[src/rtl/fifo_param_if.sv]
// Handshake and status bundle for fifo_param: the writer/reader side is the master,
// the FIFO itself is the slave.
interface fifo_param_if #(
    parameter int DATA_WIDTH = 6,
    parameter int ADDR_WIDTH = 2
);
    logic                  push;
    logic                  pop;
    logic [DATA_WIDTH-1:0] Fifo_Data_in;
    logic [ADDR_WIDTH:0]   umbral_bajo;
    logic [ADDR_WIDTH:0]   umbral_alto;
    logic                  err_clear;

    logic [DATA_WIDTH-1:0] Fifo_Data_out;
    logic                  data_valid;
    logic [ADDR_WIDTH:0]   fill_count;
    logic                  Fifo_Empty;
    logic                  Fifo_Full;
    logic                  Almost_Empty;
    logic                  Almost_Full;
    logic                  Pausa;
    logic                  Error_Fifo;

    modport master (
        output push, pop, Fifo_Data_in, umbral_bajo, umbral_alto, err_clear,
        input  Fifo_Data_out, data_valid, fill_count, Fifo_Empty, Fifo_Full,
               Almost_Empty, Almost_Full, Pausa, Error_Fifo
    );

    modport slave (
        input  push, pop, Fifo_Data_in, umbral_bajo, umbral_alto, err_clear,
        output Fifo_Data_out, data_valid, fill_count, Fifo_Empty, Fifo_Full,
               Almost_Empty, Almost_Full, Pausa, Error_Fifo
    );
endinterface

[src/rtl/fifo_param.sv]
// Parametrised synchronous FIFO with programmable almost-empty/almost-full thresholds,
// hysteretic Pausa back-pressure, sticky overflow/underflow error and registered read data.
module fifo_param #(
    parameter int DATA_WIDTH = 6,
    parameter int ADDR_WIDTH = 2
) (
    input logic          clk,
    input logic          reset_L,
    fifo_param_if.slave  bus
);
    localparam int DEPTH = 2 ** ADDR_WIDTH;
    localparam logic [ADDR_WIDTH:0] DEPTH_CNT = (ADDR_WIDTH+1)'(DEPTH);

    logic [DATA_WIDTH-1:0] mem [DEPTH];
    logic [ADDR_WIDTH-1:0] wr_ptr;
    logic [ADDR_WIDTH-1:0] rd_ptr;
    logic [ADDR_WIDTH:0]   count;
    logic [ADDR_WIDTH:0]   next_count;
    logic                  is_full;
    logic                  is_empty;
    logic                  wr_ok;
    logic                  rd_ok;
    logic                  err_event;

    assign is_full   = (count == DEPTH_CNT);
    assign is_empty  = (count == '0);
    assign wr_ok     = bus.push & (~is_full | bus.pop);
    assign rd_ok     = bus.pop & ~is_empty;
    assign err_event = (bus.push & is_full & ~bus.pop) | (bus.pop & is_empty);

    always_comb begin
        next_count = count;
        if (wr_ok && !rd_ok) begin
            next_count = count + 1'b1;
        end else if (rd_ok && !wr_ok) begin
            next_count = count - 1'b1;
        end
    end

    // Storage is deliberately not reset; stale words are unreachable once pointers clear.
    always_ff @(posedge clk) begin
        if (wr_ok) begin
            mem[wr_ptr] <= bus.Fifo_Data_in;
        end
    end

    always_ff @(posedge clk or negedge reset_L) begin
        if (!reset_L) begin
            wr_ptr            <= '0;
            rd_ptr            <= '0;
            count             <= '0;
            bus.Fifo_Data_out <= '0;
            bus.data_valid    <= 1'b0;
            bus.Pausa         <= 1'b0;
            bus.Error_Fifo    <= 1'b0;
        end else begin
            count <= next_count;
            if (wr_ok) begin
                wr_ptr <= wr_ptr + 1'b1;
            end
            if (rd_ok) begin
                rd_ptr            <= rd_ptr + 1'b1;
                bus.Fifo_Data_out <= mem[rd_ptr];
                bus.data_valid    <= 1'b1;
            end else begin
                bus.data_valid    <= 1'b0;
            end
            // Set takes priority so misprogrammed thresholds still throttle the writer.
            if (next_count >= bus.umbral_alto) begin
                bus.Pausa <= 1'b1;
            end else if (next_count <= bus.umbral_bajo) begin
                bus.Pausa <= 1'b0;
            end
            if (err_event) begin
                bus.Error_Fifo <= 1'b1;
            end else if (bus.err_clear) begin
                bus.Error_Fifo <= 1'b0;
            end
        end
    end

    assign bus.fill_count   = count;
    assign bus.Fifo_Empty   = is_empty;
    assign bus.Fifo_Full    = is_full;
    assign bus.Almost_Empty = (count <= bus.umbral_bajo);
    assign bus.Almost_Full  = (count >= bus.umbral_alto);
endmodule

[src/flat_wrapper.sv]
// flat-port wrapper written by rule: the top's interface ports become plain ports
module fifo_param_flat 
#(
    parameter int DATA_WIDTH = 6,
    parameter int ADDR_WIDTH = 2
)
  (clk, reset_L, bus_push, bus_pop, bus_Fifo_Data_in, bus_umbral_bajo, bus_umbral_alto, bus_err_clear, bus_Fifo_Data_out, bus_data_valid, bus_fill_count, bus_Fifo_Empty, bus_Fifo_Full, bus_Almost_Empty, bus_Almost_Full, bus_Pausa, bus_Error_Fifo);
  fifo_param_if #(.DATA_WIDTH(DATA_WIDTH), .ADDR_WIDTH(ADDR_WIDTH)) bus_i ();
  input logic clk;
  input logic reset_L;
  input wire logic [$bits(bus_i.push)-1:0] bus_push;
  input wire logic [$bits(bus_i.pop)-1:0] bus_pop;
  input wire logic [$bits(bus_i.Fifo_Data_in)-1:0] bus_Fifo_Data_in;
  input wire logic [$bits(bus_i.umbral_bajo)-1:0] bus_umbral_bajo;
  input wire logic [$bits(bus_i.umbral_alto)-1:0] bus_umbral_alto;
  input wire logic [$bits(bus_i.err_clear)-1:0] bus_err_clear;
  output wire logic [$bits(bus_i.Fifo_Data_out)-1:0] bus_Fifo_Data_out;
  output wire logic [$bits(bus_i.data_valid)-1:0] bus_data_valid;
  output wire logic [$bits(bus_i.fill_count)-1:0] bus_fill_count;
  output wire logic [$bits(bus_i.Fifo_Empty)-1:0] bus_Fifo_Empty;
  output wire logic [$bits(bus_i.Fifo_Full)-1:0] bus_Fifo_Full;
  output wire logic [$bits(bus_i.Almost_Empty)-1:0] bus_Almost_Empty;
  output wire logic [$bits(bus_i.Almost_Full)-1:0] bus_Almost_Full;
  output wire logic [$bits(bus_i.Pausa)-1:0] bus_Pausa;
  output wire logic [$bits(bus_i.Error_Fifo)-1:0] bus_Error_Fifo;
  assign bus_i.push = bus_push;
  assign bus_i.pop = bus_pop;
  assign bus_i.Fifo_Data_in = bus_Fifo_Data_in;
  assign bus_i.umbral_bajo = bus_umbral_bajo;
  assign bus_i.umbral_alto = bus_umbral_alto;
  assign bus_i.err_clear = bus_err_clear;
  assign bus_Fifo_Data_out = bus_i.Fifo_Data_out;
  assign bus_data_valid = bus_i.data_valid;
  assign bus_fill_count = bus_i.fill_count;
  assign bus_Fifo_Empty = bus_i.Fifo_Empty;
  assign bus_Fifo_Full = bus_i.Fifo_Full;
  assign bus_Almost_Empty = bus_i.Almost_Empty;
  assign bus_Almost_Full = bus_i.Almost_Full;
  assign bus_Pausa = bus_i.Pausa;
  assign bus_Error_Fifo = bus_i.Error_Fifo;
  fifo_param #(.DATA_WIDTH(DATA_WIDTH), .ADDR_WIDTH(ADDR_WIDTH)) u_core (.clk(clk), .reset_L(reset_L), .bus(bus_i));
endmodule
[config.mk]
export PLATFORM = sky130hd
export DESIGN_NAME = fifo_param_flat
export DESIGN_NICKNAME = d
export VERILOG_FILES = /design/src/rtl/fifo_param_if.sv /design/src/rtl/fifo_param.sv /design/src/flat_wrapper.sv
export SDC_FILE = /design/constraint.sdc
export NUM_CORES = 1
export LEC_CHECK = 0
export CORE_UTILIZATION = 53
export CTS_CLUSTER_DIAMETER = 120
export CTS_CLUSTER_SIZE = 16
export DETAILED_ROUTE_END_ITERATION = 6
export PLACE_DENSITY = 0.82
export SETUP_SLACK_MARGIN = 0.2
export SYNTH_ARGS = -nofsm -noshare
export SYNTH_HDL_FRONTEND = slang
export SYNTH_SLANG_ARGS = --single-unit
[constraint.sdc]
create_clock -name clk -period 2.9 [get_ports clk]
set_input_delay 0.435 -clock clk [delete_from_list [all_inputs] [get_ports clk]]
set_output_delay 0.435 -clock clk [all_outputs]
set_load 0.02 [all_outputs]
==> results.yml <==
run_status:
  status: "finished, final reports clean"
sta:
  setup_ws_ns: 0.295
  setup_viol: 0
  grt_setup_unrepaired: "no"
  final_hold_viol_count: 0
  fin_crit_ns: 2.61
  slew_viol_final: 0
  fin_crit_sh_pct: 89.8
  slew_headroom_pct: 51.0
  skew_ns: 0.00927
  tightestPinTransition_ns: 0.733
  finalSetupTns_ns: 0
  max_freq_mhz: 384
die:
  initial_core_util_pct: 55.4
  die_w_um: 63.9
  row_count: 22
  die_area_um2: 4080
  io_pins: 33
  die_y_um: 63.9
  coreArea_um2: 3660
synth:
  async_flop_share_pct: 40.0
  synth_fp_nets: 178
  synth_top_area_share_pct: 35.5
  ys.flop_type: "edfxtp_1"
  synth_area_um2: 2030
  yosys.area_share.simple_pct: 5.24
  synth.area.mux_share_pct: 12.2
  post_synth.cell_area_avg_um2: 14.3
  synth_fa_ha_area_share_pct: 11.7
  yosys-top-cells-area: "edfxtp_1 (36%), dfrtp_1 (20%), ha_1 (12%)"
  synthXorXnorAreaFrac_pct: 2.59
  synth-edff-count: 24
  synth_cell_types: 33
  synth_compound_area_share_pct: 8.57
  ys_warn_count: 0
  ys_ff_latch: 40
  ys_seq_area_share_pct: 55.3
  synth_top_cell_by_area: "edfxtp_1"
  syn_inst: 142
  synth_top_family_by_area: "multiplexers"
route:
  drtPass1Iterations: 4
  wl_um: 3410
  vias: 1216
  ant_nets: 0
  highest_layer: "met4"
  avgRoutedWirePerCell_um: 14.9
  vias_per_cell: 5.33
  drc_errors: 0
  route.met3.wl_um: 140
  wl_met1_um: 1540
  wl_met2_um: 1680
  drt_iter0_markers: 27
global_route:
  antenna_found_initial: 0
  grt.overflow.total: 0
  grt_max_degree: 17
  grt_pass1_wl_um: 5670
  grt_pass1_vias: 1208
  grt.total_usage_pct: 19.1
clock_network:
  cts_hold_buf: 0
  cts_sinks: 40
  root_buffer: "clkbuf_8"
  numCtsBuffers: 5
  clock_tree.htree_level_count: 2
  clkSlewWorstSetupHoldPaths_ns: 0.07
  cts_tree: "built"
  clk_latency_ns: 0.29
  cts_buffer_depth: 2
worst_setup_path:
  critPathKind: "in -> out"
  timing.reg2reg.setup_slack_ns: 0.37
  cp.arrival_ns: 2.17
  startpoint: "bus_umbral_alto[0]"
  end_kind: "output pin"
  cp-start-kind: "input port"
  required_ns: 2.47
  r2r-start: "u_core.bus.fill_count[0]"
  path_max_fanout: 2
  reg2reg_depth: 10
placement:
  dp_hpwl_um: 2590
  dp_slack_ns: 0.0957
  port_buffers: 32
  routabilityCongestion: 0.851
hold_path:
  hold_depth: 1
  hp-start: "u_core.bus.Fifo_Data_out[5]"
  min_path_type: "reg -> reg"
pwr:
  power.density_nw_per_um2: 1060
  ir_worst_vdd_mv: 0.715
  power.leakage_nw: 1.04
finish:
  fin_nets: 215
  num_antenna_cells: 0
  layout_commonest_cell: "clkdlybuf4s50_1"
  layout_common_cells: "clkdlybuf4s50_1 (31), edfxtp_1 (24), ha_1 (19)"
  area_growth_pct: 23.3
  fillCellCount: 244
  drive_gt1_share_pct: 16.1
flow_run:
  drv_cap: 0
==> kinds of logic (layout without fill, tap and decap cells) <==
logic type,count (synthesis),in the layout
compound gates,23,23
xor+xnor,6,6
fa+ha+maj,19,19
buf+inv,19,57
flops,40,40
mux,14,14
simple gates,21,21
==> sequential cells by signal (all words and copies together), names as in the netlist <==
| register | cells |
|---|---|
| u_core.mem | 24 |
| u_core.bus.Error_Fifo | 1 |
| u_core.rd_ptr | 2 |
| u_core.wr_ptr | 2 |
| u_core.bus.Fifo_Data_out | 6 |
| u_core.bus.fill_count | 3 |
| u_core.bus.Pausa | 1 |
| u_core.bus.data_valid | 1 |
==> power breakdown <==
part / leakage [nW] / total [mW] / internal [mW] / switching, mW
clock network: 0.0552 / 0.435 / 0.255 / 0.180
registers: 0.408 / 0.935 / 0.790 / 0.145
logic: 0.576 / 1.28 / 0.668 / 0.611
total: 1.04 / 2.65 / 1.71 / 0.936
==> area by class of cell <==
class	instances	area (µm²)	area share, %
clock buffers	6	72.6	2.90
multi-input cells	83	817	32.7
clock inverters	2	35.0	1.40
inverters	14	52.6	2.10
well taps	48	60.1	2.40
repair buffers	35	342	13.7
flip-flops and latches	40	1120	44.8
==> cells in the mapped netlist (all sizes together), types with 5 or more instances <==
cell and count:
a21oi 6, and2 5, buf 5, dfrtp 16
edfxtp 24, ha 19, inv 14, mux2 7
mux4 6, nor2 6, xnor2 5
==> timing repair <==
item                                    4_1_cts  5_1_grt
buffers inserted                              0        0
endpoints found under the setup margin        1        2
resized for setup                             1        1
==> worst max-delay path, stage by stage <==
cell	delay [ns]
clkdlybuf4s50_1	0.49
ha_1	0.23
nand2b_1	0.13
a21o_1	0.17
a21o_1	0.17
clkdlybuf4s50_1	0.53
==> final timing paths <==
| kind | to |
|---|---|
| max in group asynchronous | u_core.bus.Fifo_Data_out[3] |
| hold reg to reg | u_core.bus.Fifo_Data_out[5] |
| min in group asynchronous | u_core.bus.Fifo_Data_out[5] |
| setup reg to reg | u_core.bus.Pausa |
| hold / removal | u_core.bus.Fifo_Data_out[5] |
| setup / recovery | bus_Almost_Full |
==> layer usage <==
| layer | GRT usage, % | vias to the layer above |
|---|---|---|
| li1 | - | 589 |
| met1 | 23.3 | 601 |
| met2 | 31.4 | 21 |
| met3 | 6.61 | 5 |
| met4 | 6.82 | 0 |
| met5 | 0 | - |
==> per-stage QoR <==
stage	utilization [%]	cell area (µm²)	power, mW	cells	hold WS [ns]
5_1_grt	68.3	2500	2.81	228	0.526
3_5_place_dp	65.4	2390	2.24	220	0.497
4_1_cts	68.3	2500	2.67	228	0.520
6_report	68.3	2500	2.65	228	0.514
3_3_place_gp	65.4	2390	2.16	220	0.496
2_1_floorplan	-	2030	1.78	142	0.139
Note: power is estimated with default switching activity, not from simulation.
